<file path="config.mk">
export PLATFORM = sky130hd
export DESIGN_NAME = mux_4_by_1_rr_arbiter
export DESIGN_NICKNAME = d
export VERILOG_FILES = /design/src/rtl/mux_arb_pkg.sv /design/src/rtl/mux_arb_rr_pick.sv /design/src/rtl/mux_4_by_1_rr_arbiter.sv
export SDC_FILE = /design/constraint.sdc
export NUM_CORES = 1
export LEC_CHECK = 0
export CORE_MARGIN = 4
export CORE_UTILIZATION = 36
export DETAILED_ROUTE_END_ITERATION = 16
export GPL_TIMING_DRIVEN = 0
export HOLD_SLACK_MARGIN = 0.1
export PLACE_DENSITY = 0.8
export SLEW_MARGIN = 15
export SYNTH_ARGS = -nofsm -noshare
export SYNTH_HDL_FRONTEND = slang
export SYNTH_SLANG_ARGS = --single-unit
</file>
<file path="constraint.sdc">
create_clock -name clk -period 1.68 [get_ports clk]
set_input_delay 0.42 -clock clk [delete_from_list [all_inputs] [get_ports clk]]
set_output_delay 0.42 -clock clk [all_outputs]
set_load 0.01 [all_outputs]
</file>
<file path="src/rtl/mux_arb_pkg.sv">
// rtl/mux_arb_pkg.sv - shared types and constants for the 4:1 round-robin mux arbiter
package mux_arb_pkg;

    typedef enum logic {
        IDLE  = 1'b0,
        GRANT = 1'b1
    } arb_state_t;

    localparam int NUM_REQ = 4;
    localparam int SEL_W   = 2;

endpackage

</file>
<file path="src/rtl/mux_arb_rr_pick.sv">
// rtl/mux_arb_rr_pick.sv - combinational rotate-priority picker
//
// Purpose: find the first asserted request starting at ptr and wrapping
//          modulo NUM_REQ.
// Ports:
//   req  in   NUM_REQ  request vector, bit i = requester i+1
//   ptr  in   SEL_W    index that currently holds highest priority
//   any  out  1        at least one request asserted
//   idx  out  SEL_W    index of the winning requester (ptr when none)
module mux_arb_rr_pick
    import mux_arb_pkg::*;
(
    input  logic [NUM_REQ-1:0] req,
    input  logic [SEL_W-1:0]   ptr,
    output logic               any,
    output logic [SEL_W-1:0]   idx
);

    logic [SEL_W-1:0] cand;

    // Walk offsets from farthest to nearest so the nearest asserted
    // request, which has the highest priority, is written last.
    always_comb begin
        any  = |req;
        idx  = ptr;
        cand = ptr;
        for (int k = NUM_REQ - 1; k >= 0; k--) begin
            cand = ptr + SEL_W'(k);
            if (req[cand]) begin
                idx = cand;
            end
        end
    end

endmodule

</file>
<file path="src/rtl/mux_4_by_1_rr_arbiter.sv">
// rtl/mux_4_by_1_rr_arbiter.sv - round-robin arbiter driving a shared 4:1 data mux
//
// Purpose: grants one of four requesters at a time for a burst of at most
//          MAX_BURST beats and presents the muxed data with valid/ready.
// Ports:
//   clk         in   1           clock, rising edge
//   rst_n       in   1           asynchronous active-low reset
//   req_arb     in   4           requests, bit i = requester i+1
//   data_arb_1  in   DATA_WIDTH  requester 1 data (2..4 likewise)
//   ready_out   in   1           downstream accepts a beat
//   gnt_arb     out  4           registered one-hot grant, zero when idle
//   sel_mux     out  2           registered mux select
//   valid_out   out  1           granted requester still requesting
//   data_out    out  DATA_WIDTH  selected data, zero when not valid
//   busy_arb    out  1           high while a grant is held
module mux_4_by_1_rr_arbiter
    import mux_arb_pkg::*;
#(
    parameter int DATA_WIDTH = 8,
    parameter int MAX_BURST  = 4    // legal range 1..15
) (
    input  logic                  clk,
    input  logic                  rst_n,
    input  logic [NUM_REQ-1:0]    req_arb,
    input  logic [DATA_WIDTH-1:0] data_arb_1,
    input  logic [DATA_WIDTH-1:0] data_arb_2,
    input  logic [DATA_WIDTH-1:0] data_arb_3,
    input  logic [DATA_WIDTH-1:0] data_arb_4,
    input  logic                  ready_out,
    output logic [NUM_REQ-1:0]    gnt_arb,
    output logic [SEL_W-1:0]      sel_mux,
    output logic                  valid_out,
    output logic [DATA_WIDTH-1:0] data_out,
    output logic                  busy_arb
);

    localparam logic [3:0] LAST_BEAT = 4'(MAX_BURST - 1);

    arb_state_t         state, state_n;
    logic [NUM_REQ-1:0] gnt_n;
    logic [SEL_W-1:0]   sel_n;
    logic [SEL_W-1:0]   rr_ptr, rr_ptr_n;
    logic [3:0]         beat_cnt, beat_cnt_n;
    logic               pick_any;
    logic [SEL_W-1:0]   pick_idx;
    logic               xfer;
    logic [DATA_WIDTH-1:0] mux_data;

    mux_arb_rr_pick u_pick (
        .req (req_arb),
        .ptr (rr_ptr),
        .any (pick_any),
        .idx (pick_idx)
    );

    always_ff @(posedge clk or negedge rst_n) begin
        if (!rst_n) begin
            state    <= IDLE;
            gnt_arb  <= '0;
            sel_mux  <= '0;
            rr_ptr   <= '0;
            beat_cnt <= '0;
        end else begin
            state    <= state_n;
            gnt_arb  <= gnt_n;
            sel_mux  <= sel_n;
            rr_ptr   <= rr_ptr_n;
            beat_cnt <= beat_cnt_n;
        end
    end

    // gnt_arb is zero outside GRANT, so valid_out is implicitly low when idle.
    assign valid_out = |(gnt_arb & req_arb);
    assign xfer      = valid_out & ready_out;
    assign busy_arb  = (state == GRANT);

    always_comb begin
        state_n    = state;
        gnt_n      = gnt_arb;
        sel_n      = sel_mux;
        rr_ptr_n   = rr_ptr;
        beat_cnt_n = beat_cnt;
        case (state)
            IDLE: begin
                if (pick_any) begin
                    state_n    = GRANT;
                    gnt_n      = NUM_REQ'(1) << pick_idx;
                    sel_n      = pick_idx;
                    beat_cnt_n = '0;
                end
            end
            GRANT: begin
                // A last-beat transfer and a withdrawal on the same cycle
                // collapse into a single release.
                if ((xfer && (beat_cnt == LAST_BEAT)) || !req_arb[sel_mux]) begin
                    state_n    = IDLE;
                    gnt_n      = '0;
                    rr_ptr_n   = sel_mux + SEL_W'(1);
                    beat_cnt_n = '0;
                end else if (xfer) begin
                    beat_cnt_n = beat_cnt + 4'd1;
                end
            end
            default: begin
                state_n = IDLE;
                gnt_n   = '0;
            end
        endcase
    end

    always_comb begin
        case (sel_mux)
            2'd0:    mux_data = data_arb_1;
            2'd1:    mux_data = data_arb_2;
            2'd2:    mux_data = data_arb_3;
            default: mux_data = data_arb_4;
        endcase
        data_out = valid_out ? mux_data : '0;
    end

endmodule

</file>
== Yosys cells after proc, flatten, opt, wreduce, memory -nomap -nowiden ==
Cells that the tools add are included.

* Flip-flop bits (word level): 13
* Logic and storage cells: 61
* Input port bits: 39
* Output and inout bits: 16

* Shift operators: 1
* Bitwise gates (word level): 3
* Add/subtract/negate cells: 5
* Equal/unequal tests: 6
* Order comparisons: 5
* Muxes and demuxes: 26
* Reductions and logical operators: 10

{| class="wikitable"
|+ Operators by type and width
! cell !! number
|-
| $pmux W8 S3 || 1
|-
| $mux W4 || 5
|-
| $pmux W4 S2 || 2
|-
| $lt A2 B3 Y1 const B || 5
|-
| $bmux W1 S2 || 5
|-
| $mux W2 || 4
|-
| $mux W8 || 1
|-
| $reduce_and A2 Y1 || 4
|-
| $reduce_or A4 Y1 || 2
|-
| $mux W1 || 7
|-
| $add A2 B1 Y2 const B || 2
|-
| $add A2 B2 Y2 const B || 2
|-
| $add A4 B1 Y4 const B || 1
|-
| $and A4 B4 Y4 || 1
|-
| $eq A4 B2 Y1 const B || 1
|-
| $shl A1 B2 Y4 const A || 1
|-
| $ne A3 B1 Y1 const B || 1
|-
| $eq A2 B1 Y1 const B || 1
|-
| $eq A2 B2 Y1 const B || 1
|-
| $logic_not A2 Y1 || 1
|-
| $ne A2 B1 Y1 const B || 1
|-
| $ne A2 B2 Y1 const B || 1
|-
| $pmux W1 S2 || 1
|-
| $and A1 B1 Y1 || 1
|-
| other kinds (4) || 4
|}

== Longest topological paths before layout ==
Gate-level depths: netlist of the first run.

* Depth after elaboration: 10
* Mapped depth: 7
* Gate-level depth less buffers: 6

== Cells and area by module ==
A second synthesis of the first run with hierarchy kept.

* Cells, all modules: 121
* Area, all modules: 1,034.7 µm²

{| class="wikitable"
|+ By module, submodules not included
! module !! sequential area each (µm²) !! cells each !! instances !! area an instance (µm²)
|-
| mux_4_by_1_rr_arbiter || 325.3 || 105 || 1 || 934.6
|-
| mux_arb_rr_pick || 0.0 || 16 || 1 || 100.1
|}

== Worst setup path before layout of the first run ==
Ideal clock, no wire load.

* Path kind: register to output
* From: reg sel_mux[0]
* To: out data_out[6]
* Cell stages (with the launch flop): 8
* Path buffers: 1
* Required time: 1,260 ps
* Slack: -222 ps
* Arrival: 1,482 ps
* Path through: dfrtp_1 -> inv_1 -> ha_1 -> clkbuf_1 -> a222oi_1 -> nor2_1 -> a21oi_1 -> nor2_1

* Word-level cells in the longest chain between the ends: 3
* Elaborated cells between the ends (all ways): 5
* Those cells by class: 2 x eq/ne; 2 x mux; 1 x reduce/logical

{| class="wikitable"
|+ RTL lines
! what !! line !! source
|-
| start, declared || mux_4_by_1_rr_arbiter.sv:31 || <nowiki>output logic [SEL_W-1:0] sel_mux,</nowiki>
|-
| start signal, assigned || mux_4_by_1_rr_arbiter.sv:66 || <nowiki>sel_mux <= sel_n;</nowiki>
|-
| $eq A2 B2 Y1, or another cell as far along || mux_4_by_1_rr_arbiter.sv:112 || <nowiki>case (sel_mux)</nowiki>
|-
| $pmux W8 S3 * || mux_4_by_1_rr_arbiter.sv:112 ||
|-
| $mux W8 * || mux_4_by_1_rr_arbiter.sv:118 || <nowiki>data_out = valid_out ? mux_data : '0;</nowiki>
|-
| end, declared || mux_4_by_1_rr_arbiter.sv:33 || <nowiki>output logic [DATA_WIDTH-1:0] data_out,</nowiki>
|}

Every way passes the cells marked *; elsewhere a longest branch is shown, timed or not.

== Worst setup path in the final report of the first run ==
* From: reg sel_mux[1]
* To: out data_out[5]

Same word-level chain as after synthesis.

==> results_dict.tcl, run 1 <==
set metrics [dict create \
    nNetsFinal 242 \
    yosys-top-cells-count "nor2_1 (18), dfrtp_1 (13), a21oi_1 (12)" \
    syn_to_final_growth_pct 78.8 \
    initial_core_util_pct 38.3 \
    fin_ws_ns -0.503 \
    drive_gt1_share_pct 33.0 \
    crit_arrival_ns 1.76 \
    grt.overflow.total 0 \
    ys_ff_latch 13 \
    cts_tree "yes" \
    core_sq_um 2780 \
    p_sw_share_pct 44.9 \
    fin_crit_sh_pct 130 \
    critPathLaunchType "register" \
    cp-end-kind "output pin" \
    register_area_sq_um 329 \
    p_total_w 0.00302 \
    cpPeakStageDelay_ns 0.44 \
    ys.flop_type "dfrtp_1" \
    cts_buffer_depth 2 \
    yosys.cell_types.count 34 \
    failed_checks "negative setup slack" \
    n_antenna_cell 0 \
    grt_use_total_pct 19.8 \
    crit_required_ns 1.26 \
    outcome "finished, violations left" \
    fp.dieH_microns 62.4 \
    met3_wirelength_microns 372 \
    fmax_mhz 458 \
    hold_path.class "input port to async pin" \
    synth_area_leader_cell "dfrtp_1" \
    critPathSlowestCell "dfrtp_2" \
    netSwitchingPower_w 0.00136 \
    cts_root_buf "clkbuf_4" \
    hold_violations 0 \
    final_area_sq_um 1900 \
    synth_area_leaders "dfrtp_1 (31%), a222oi_1 (7.5%), nor2_1 (6.3%)" \
    wl_met2_microns 1900 \
    tightest_slew_ns 0.613 \
    ys_async_sr_fraction_pct 100 \
    syn_area_sq_um 1060 \
    drt_first_iter_violations 139 \
    yosysSeqAreaShare_pct 30.6 \
    m1WireLength_microns 1660 \
    die_w_microns 62.4 \
    cts_num_sinks 13 \
    synth-edff-count 0 \
    synthCells 128 \
    p_int_w 0.00167 \
    dieArea_sq_um 3890 \
    path_cells "inv_2, ha_4, a222oi_1, nor2_1, a21oi_1, nor2_1, buf_2" \
    clk_latency_ns 0.29 \
    num_vias 1359 \
    p_seq_share_pct 18.7 \
    clock_skew_ns 0.0170 \
    setup_viol 20 \
    filler_cell_count 235 \
    peakVddDrop_uv 1040 \
    dpl_cell_area_sq_um 1660 \
    numCtsBuffers 3 \
    synth_area_per_cell_sq_um 8.32 \
    clkPwrFrac_pct 6.8 \
    gp_congestion 0.773 \
    antenna_found_initial 0 \
    crit_type "register to output pin" \
    worst-path-max-fanout 8 \
    dr.pass1.iters 5 \
    ant_nets 0 \
    regToRegSetupSlack_ns -0.27 \
    synth_top_area_share_pct 30.6 \
    synth_nets 172 \
    drv_slew 0 \
    path_buf_inv 2 \
    p_comb_share_pct 74.4 \
    p_leak_nw 0.862 \
    grt_pass1_vias 1370 \
    post_drt_wl_per_cell_microns 17.6 \
    highest_layer "met4" \
    layout_min_cycle_time_ns 2.18 \
    drc 0 \
    multi_input_area_sq_um 831 \
    path_common_cell "nor2_1" \
    vias_per_cell 5.96 \
    synth_warnings 0 \
    clkTransAtPathRegs_ns 0.10 \
    postLayoutCoreUtil_pct 68.5 \
    grt_max_degree 14 \
    slew_headroom_pct 59.0 \
    synth.most_common_cell "nor2_1" \
    cp_top_family "compound AO/OA/AOI/OAI gates" \
    rsz0062_at_grt "yes" \
    num_io_pins 55 \
    rows 19 \
    grt_first_pass_wirelength_microns 6440 \
    port-buffer-count 54 \
    dp_hpwl_microns 2770 \
    htreeDepth 1 \
    p_per_area_nw_per_um2 1590 \
    max-cap-violations 0 \
    drt_wl_total_microns 4010 \
]
==> metrics by stage <==
stage                     instances  setup TNS (ns)  worst slack [ns]  hold WS (ns)
after CTS                       223           -6.01            -0.554         0.529
final                           228           -6.21            -0.503         0.505
after floorplan                 128          -0.915            -0.105         0.124
after global routing            228           -7.45            -0.624         0.555
after global placement          213          -15.38             -1.10         0.546
after detailed placement        213          -16.52             -1.13         0.552
==> kinds of logic after synthesis <==
group           count (synthesis)  synth area share (%)
simple gates                   48                  21.6
compound gates                 45                  31.4
flops                          13                  30.6
buf+inv                        12                  4.23
mux                             5                  6.35
fa+ha+maj                       5                  5.88
==> metal layers <==
layer / vias to the layer above / global-route usage, %
li1: 629 / -
met1: 640 / 23.6
met2: 80 / 34.1
met3: 10 / 6.12
met4: 0 / 5.57
met5: - / 0
==> worst register-to-register path: stages (launching register included) <==
cell,delay (ns)
dfrtp_2,0.46
buf_6,0.13
buf_6,0.12
mux2_4,0.31
mux2_4,0.30
a21boi_4,0.21
mux2_4,0.32
==> power by group through the flow <==
stage | combinational (W) | clock, W | sequential [W]
after floorplan | 0.00105 | 0 | 0.000582
after global placement | 0.00169 | 0 | 0.000578
after detailed placement | 0.00175 | 0 | 0.000587
after CTS | 0.00203 | 0.000200 | 0.000559
after global routing | 0.00244 | 0.000223 | 0.000586
final | 0.00225 | 0.000206 | 0.000567
==> layout by cell type (no fill, tap or decap), drive strengths merged, types with 4 or more instances in the layout <==
master	count
a21oi	12
buf	24
o32ai	4
a222oi	8
inv	5
nand2	11
o21ai	8
nor2	18
nor3	4
clkbuf	8
clkdlybuf4s50	35
dfrtp	13
ha	5
mux2	5
==> worst paths after layout <==
path	startpoint	to	cells past startpoint
max	sel_mux[1]	data_out[5]	7
min	rst_n	gnt_arb[1]	1
max reg2reg	sel_mux[1]	rr_ptr[1]	6
min reg2reg	beat_cnt[1]	beat_cnt[1]	2
max in group asynchronous	rst_n	busy_arb	1
min in group clk	beat_cnt[1]	beat_cnt[1]	2
==> repair_timing <==
item,CTS,global route
gates resized for setup,71,21
setup endpoints to repair,25,25
hold buffers,0,0
pin swaps,18,16
buffers inserted,11,5
hold endpoints to repair,0,0
==> flip-flops by register name, summed over array words and instances (netlist names) <==
name      cells
beat_cnt      4
gnt_arb       4
rr_ptr        2
sel_mux       2
busy_arb      1
==> area by class of cell <==
cell class,instances,area share (%)
Timing Repair Buffer,70,33.6
Multi-Input combinational cell,103,43.6
Clock buffer,4,1.38
Buffer,2,0.986
Inverter,5,1.12
Tap cell,31,2.04
Sequential cell,13,17.3
Power figures use the tool's default switching activity.
==> run 2, diff against run 1 <==
--- a/config.mk
+++ b/config.mk
@@ -5,6 +5,7 @@
 export SDC_FILE = /design/constraint.sdc
 export NUM_CORES = 1
 export LEC_CHECK = 0
+export CAP_MARGIN = 5
 export CORE_MARGIN = 4
 export CORE_UTILIZATION = 36
 export DETAILED_ROUTE_END_ITERATION = 16
==> results of run 2 <==
No change in the layout: final DEF, timing and power equal those of run 1.
